### config.mk
export PLATFORM = sky130hd
export DESIGN_NAME = ball_frame_sender
export DESIGN_NICKNAME = d
export VERILOG_FILES = /design/src/rtl/ball_frame_sender.sv
export SDC_FILE = /design/constraint.sdc
export NUM_CORES = 1
export LEC_CHECK = 0
export ABC_CLOCK_PERIOD_IN_PS = 3200
export CAP_MARGIN = 20
export CORE_MARGIN = 8
export CORE_UTILIZATION = 58
export CTS_CLUSTER_SIZE = 20
export DETAILED_ROUTE_END_ITERATION = 10
export PLACE_DENSITY_LB_ADDON = 0.3
export SYNTH_ARGS = -nofsm -noshare
export SYNTH_HDL_FRONTEND = slang
export SYNTH_SLANG_ARGS = --single-unit
### constraint.sdc
create_clock -name clk_25MHZ -period 3.2 [get_ports clk_25MHZ]
set_input_delay 0.8 -clock clk_25MHZ [delete_from_list [all_inputs] [get_ports clk_25MHZ]]
set_output_delay 0.8 -clock clk_25MHZ [all_outputs]
set_load 0.005 [all_outputs]
### src/rtl/ball_frame_sender.sv
// rtl/ball_frame_sender.sv - Captures ball state and sends it as an I2C byte frame with bounded retries
// Optional BALL_FRAME_CHECKSUM_EN appends an XOR checksum byte and moves m_last onto it.
module ball_frame_sender #(
  parameter logic [6:0] SLAVE_ADDR  = 7'h17,
  parameter int         DONE_HOLD   = 4,
  parameter int         ACK_TIMEOUT = 250000,
  parameter int         MAX_RETRY   = 2
) (
  input  logic       clk_25MHZ,
  input  logic       reset_n,
  input  logic       ball_send_trigger,
  input  logic [9:0] ball_y_in,
  input  logic [7:0] ball_vy_in,
  input  logic [1:0] gravity_counter_in,
  input  logic       ball_fast_in,
  input  logic       is_lose_in,
  output logic       m_start,
  output logic [6:0] m_addr,
  output logic [7:0] m_data,
  output logic       m_valid,
  output logic       m_last,
  input  logic       m_ready,
  input  logic       m_nack,
  input  logic       m_stop_done,
  output logic       ball_send_to_slave,
  output logic       is_i2c_master_done,
  output logic       frame_err
);

`ifdef BALL_FRAME_CHECKSUM_EN
  localparam int NBYTES = 7;
`else
  localparam int NBYTES = 6;
`endif
  localparam int              TW        = (ACK_TIMEOUT > 2) ? $clog2(ACK_TIMEOUT) : 1;
  localparam logic [TW-1:0]   TO_LAST   = TW'(ACK_TIMEOUT - 1);
  localparam int              RW        = (MAX_RETRY > 0) ? $clog2(MAX_RETRY + 1) : 1;
  localparam logic [RW-1:0]   RETRY_MAX = RW'(MAX_RETRY);
  localparam logic [2:0]      IDX_LAST  = 3'(NBYTES - 1);
  localparam logic [7:0]      HOLD_LAST = 8'(DONE_HOLD - 1);

  typedef enum logic [2:0] {
    S_IDLE,
    S_SEND,
    S_WAIT_STOP,
    S_FAIL,
    S_DONE
  } state_t;

  state_t        r_state;
  logic          r_trig_prev;
  logic          r_start;
  logic          r_frame_err;
  logic [9:0]    r_y;
  logic [7:0]    r_vy;
  logic [1:0]    r_grav;
  logic          r_fast;
  logic          r_lose;
  logic [2:0]    r_idx;
  logic [RW-1:0] r_retry;
  logic [TW-1:0] r_timer;
  logic [7:0]    r_hold;

  logic          w_valid;
  logic          w_timeout;
  logic          w_trig_rise;
  logic [7:0]    w_byte;

  assign w_valid     = (r_state == S_SEND);
  assign w_timeout   = (r_timer == TO_LAST);
  assign w_trig_rise = ball_send_trigger && !r_trig_prev;

`ifdef BALL_FRAME_CHECKSUM_EN
  logic [7:0] w_csum;
  assign w_csum = {r_y[9:8], 6'b0} ^ r_y[7:0] ^ r_vy ^ {6'b0, r_grav} ^
                  {7'b0, r_fast} ^ {7'b0, r_lose};
`endif

  always_comb begin
    w_byte = 8'h00;
    case (r_idx)
      3'd0: w_byte = {r_y[9:8], 6'b0};
      3'd1: w_byte = r_y[7:0];
      3'd2: w_byte = r_vy;
      3'd3: w_byte = {6'b0, r_grav};
      3'd4: w_byte = {7'b0, r_fast};
      3'd5: w_byte = {7'b0, r_lose};
`ifdef BALL_FRAME_CHECKSUM_EN
      3'd6: w_byte = w_csum;
`endif
      default: w_byte = 8'h00;
    endcase
  end

  assign m_addr             = SLAVE_ADDR;
  assign m_start            = r_start;
  assign m_valid            = w_valid;
  assign m_data             = w_valid ? w_byte : 8'h00;
  assign m_last             = w_valid && (r_idx == IDX_LAST);
  assign ball_send_to_slave = (r_state != S_IDLE);
  assign is_i2c_master_done = (r_state == S_DONE);
  assign frame_err          = r_frame_err;

  always_ff @(posedge clk_25MHZ or negedge reset_n) begin
    if (!reset_n) begin
      r_state     <= S_IDLE;
      r_trig_prev <= 1'b0;
      r_start     <= 1'b0;
      r_frame_err <= 1'b0;
      r_y         <= '0;
      r_vy        <= '0;
      r_grav      <= '0;
      r_fast      <= 1'b0;
      r_lose      <= 1'b0;
      r_idx       <= '0;
      r_retry     <= '0;
      r_timer     <= '0;
      r_hold      <= '0;
    end else begin
      r_trig_prev <= ball_send_trigger;
      r_start     <= 1'b0;
      case (r_state)
        S_IDLE: begin
          if (w_trig_rise) begin
            r_y     <= ball_y_in;
            r_vy    <= ball_vy_in;
            r_grav  <= gravity_counter_in;
            r_fast  <= ball_fast_in;
            r_lose  <= is_lose_in;
            r_idx   <= '0;
            r_retry <= '0;
            r_timer <= '0;
            r_start <= 1'b1;
            r_state <= S_SEND;
          end
        end
        // NACK beats a same-cycle ACK; an ACK on the last allowed cycle still counts.
        S_SEND: begin
          if (m_nack) begin
            r_timer <= '0;
            r_state <= S_FAIL;
          end else if (m_ready) begin
            r_timer <= '0;
            if (r_idx == IDX_LAST) begin
              r_state <= S_WAIT_STOP;
            end else begin
              r_idx <= r_idx + 3'd1;
            end
          end else if (w_timeout) begin
            r_timer <= '0;
            r_state <= S_FAIL;
          end else begin
            r_timer <= r_timer + TW'(1);
          end
        end
        S_WAIT_STOP: begin
          if (m_stop_done) begin
            r_frame_err <= 1'b0;
            r_hold      <= '0;
            r_state     <= S_DONE;
          end else if (w_timeout) begin
            r_timer <= '0;
            r_state <= S_FAIL;
          end else begin
            r_timer <= r_timer + TW'(1);
          end
        end
        S_FAIL: begin
          if (r_retry < RETRY_MAX) begin
            r_retry <= r_retry + RW'(1);
            r_idx   <= '0;
            r_timer <= '0;
            r_start <= 1'b1;
            r_state <= S_SEND;
          end else begin
            r_frame_err <= 1'b1;
            r_hold      <= '0;
            r_state     <= S_DONE;
          end
        end
        S_DONE: begin
          if (r_hold == HOLD_LAST) begin
            r_frame_err <= 1'b0;
            r_state     <= S_IDLE;
          end else begin
            r_hold <= r_hold + 8'd1;
          end
        end
        default: r_state <= S_IDLE;
      endcase
    end
  end

endmodule

==> run summary <==
Status = finished, final reports clean
Num rows = 27
Antenna viol nets, final = 0
Initial Utilization = 59.2%
Post-Syn Instances = 319
Sw power = 1.17 mW
Hold_buf cts = 0
Clk buf depth = 2
Worst Path Arrival = 2.25 ns
Share of power burned in registers = 37.0%
Actual slew at the worst max-slew pin = 0.663 ns
Wire length on met3 = 308 µm
Vias = 2,569
# H-tree levels = 3
Period utilization = 95.4%
Sw Ratio = 37.5%
CP Class = register to output port
Top cells by area, synth = dfrtp_1, mux2_2, nand2_1, ha_1, nand3_1
Antenna Cells = 0
Critical path launch point = r_idx[0]$_DFFE_PN0P_
Share of the synthesized area in the top cell type = 46.1%
Vias per cell = 5.88
Routed wl met2 = 3.77 mm
Worst Setup EP = m_data[0]
Async set or reset register ratio after synthesis = 100%
CTS root buffer = clkbuf_8
Fin crit period = 3.05 ns
Largest net degree at the start of global routing = 32
#FFs+latches synth = 59
PostCTS Resize Cnt = 0
DP HPWL = 5.27 mm
Commonest cells post-synth = dfrtp_1, nand2_1, mux2_2, nor2_1, nand3_1
CTS clk-pin slew, worst paths = 0.07 ns
HP Class = input port to asynchronous set/reset pin
CTS sink cnt = 59
Power density over cell area = 810 nW/µm²
DR pass1 iterations = 4
RR Endpoint = r_timer[16]$_DFFE_PN0P_
Iteration-0 DRC Markers = 126
Max IR drop VDD = 637 µV
Slew Limit Headroom = 55.8%
Post-CTS setup buffers = 0
Sequential share of the synthesized area = 46.1%
Num CTS Buffers = 9
I/O Buffers = 41
Syn_area_per_cell = 10.0 µm²
DRC = 0
Global route overflow = 0
Crit. End Element = output port
Final nets = 395
# Max-Cap Violations = 0
Wire length on met1 = 2.93 mm
Post-synth top flop = dfrtp_1
Number of global-route vias before repair = 2,627
Element type at the critical path start = register
Final max-slew violation count = 0
Setup Skew = 0.00968 ns
Layout area overhead = 19.8%
First-pass GRT wire length = 12.4 mm
Yosys warnings = 0
Final Util = 70.9%
Antenna violations before repair = 0
Highest routed layer = met4
CTS tree = built
Yosys top cell by area = dfrtp_1
Die height = 90.3 µm
WL final = 7.19 mm
Core box area = 5410 µm²
Fraction of layout cells with a size suffix above 1 = 15.9%
Total track usage = 18.8%
P_int = 1.94 mW
Clk_lat worst skew = 0.35 ns
Clock power frac = 21.5%
Worst endpoint required time = 2.40 ns
Cell variety after synth = 61
Gp weighted congestion = 0.891
EDFF count, synth = 0
Reg2Reg Setup Slack = 1.06 ns
Setup Total Neg Slack = 0 ns
Ports = 49
CP Max Fanout = 8
Syn Std Cell Area = 3200 µm²
Total die area = 8150 µm²
Total power = 3.11 mW
Fin. Hold Viols = 0
Routed len/inst = 16.5 µm
Worst Reg-to-Reg Cells = 5
Worst r2r src = r_state[0]$_DFFE_PN0P_
Die X = 90.3 µm
RSZ-0062 raised after global routing = no
Final setup fails = 0
Most common cell in the synthesized netlist = dfrtp_1
Max Clk Rate = 0.328 GHz
Combinational group share of total power = 41.5%
Pleak = 1.60 nW
-- critical path: stages, from the launching register on --
cell and delay [ns]:
dfrtp_1 0.45, inv_1 0.10, ha_1 0.34, a221oi_2 0.29
a21oi_1 0.07, a21oi_1 0.15, nor2_1 0.06, clkdlybuf4s50_1 0.45
-- flip-flops by register name, summed over array words and instances, names as in the netlist, 2 cells and up --
register,count
r_grav,2
r_hold,8
r_idx,3
r_retry,2
r_state,3
r_timer,18
r_vy,8
r_y,10
-- layout by cell type (no fill, tap or decap), types with 3 or more instances in the layout --
cell type        count
or4_1                5
clkbuf_8            10
xor2_1               3
o22ai_1              4
a22oi_1              5
o31ai_1              8
a21boi_1             4
dfrtp_1             59
mux2_2              22
clkinv_2             3
nand2b_1             5
nor2_1              21
o21ai_0             15
nand3_1             16
and3_1               5
nor3_1               4
inv_1               12
conb_1               7
clkdlybuf4s50_1     40
a21oi_1             15
nand4_1              8
o41ai_1              3
ha_1                 6
nand2_1             31
buf_4                3
-- area by class of cell --
| cell class | count | area, µm² |
|---|---|---|
| Timing Repair Buffer | 45 | 448 |
| Fill cell | 426 | 1570 |
| Multi-Input combinational cell | 232 | 1580 |
| Clock inverter | 5 | 52.6 |
| Sequential cell | 59 | 1480 |
| Inverter | 13 | 48.8 |
| Clock buffer | 11 | 141 |
| Tap cell | 72 | 90.1 |
-- worst min-delay path by stage --
| stage | to | slack [ns] | depth (start not counted) |
|---|---|---|---|
| 3_5_place_dp | r_vy[5]$_DFFE_PN0P_ | 0.49 | 1 |
| 4_1_cts | r_idx[0]$_DFFE_PN0P_ | 0.51 | 1 |
| 3_3_place_gp | r_vy[7]$_DFFE_PN0P_ | 0.49 | 1 |
| 6_report | r_timer[10]$_DFFE_PN0P_ | 0.48 | 1 |
| 5_1_grt | r_vy[7]$_DFFE_PN0P_ | 0.52 | 1 |
| 2_1_floorplan | r_y[7]$_DFFE_PN0P_ | 0.48 | 1 |
-- logic make-up (layout without fill, tap and decap cells) --
kind of cell    after synthesis  count (layout)  synth area share [%]
simple gates                114             114                  19.2
mux                          25              25                  8.84
xor+xnor                      4               4                  1.10
flops                        59              59                  46.1
buf+inv                      33              74                  5.44
compound gates               75              75                  16.3
other cells                   2               7                 0.235
fa+ha+maj                     7               7                  2.74
-- metrics by stage --
step           setup WS [ns]  hold slack, ns  area [µm²]  std cells
6_report               0.148           0.485        3830        437
5_1_grt               0.0361           0.523        3830        437
4_1_cts               0.0449           0.508        3820        437
3_5_place_dp           0.392           0.494        3630        421
3_3_place_gp           0.457           0.490        3630        421
2_1_floorplan           1.08           0.479        3220        324
-- routing by layer --
metal	up-vias	track usage, %
li1	1230	-
met1	1261	21.5
met2	59	31.8
met3	19	6.23
met4	0	7.49
met5	-	0
-- power groups by stage --
stage	registers (mW)	logic (mW)	clock network, mW
floorplan	1.09	0.941	0
global placement	1.14	1.24	0
detailed placement	1.16	1.28	0
CTS	1.14	1.29	0.678
global route	1.18	1.43	0.706
finish	1.15	1.29	0.669
(Power assumes the default switching activity.)
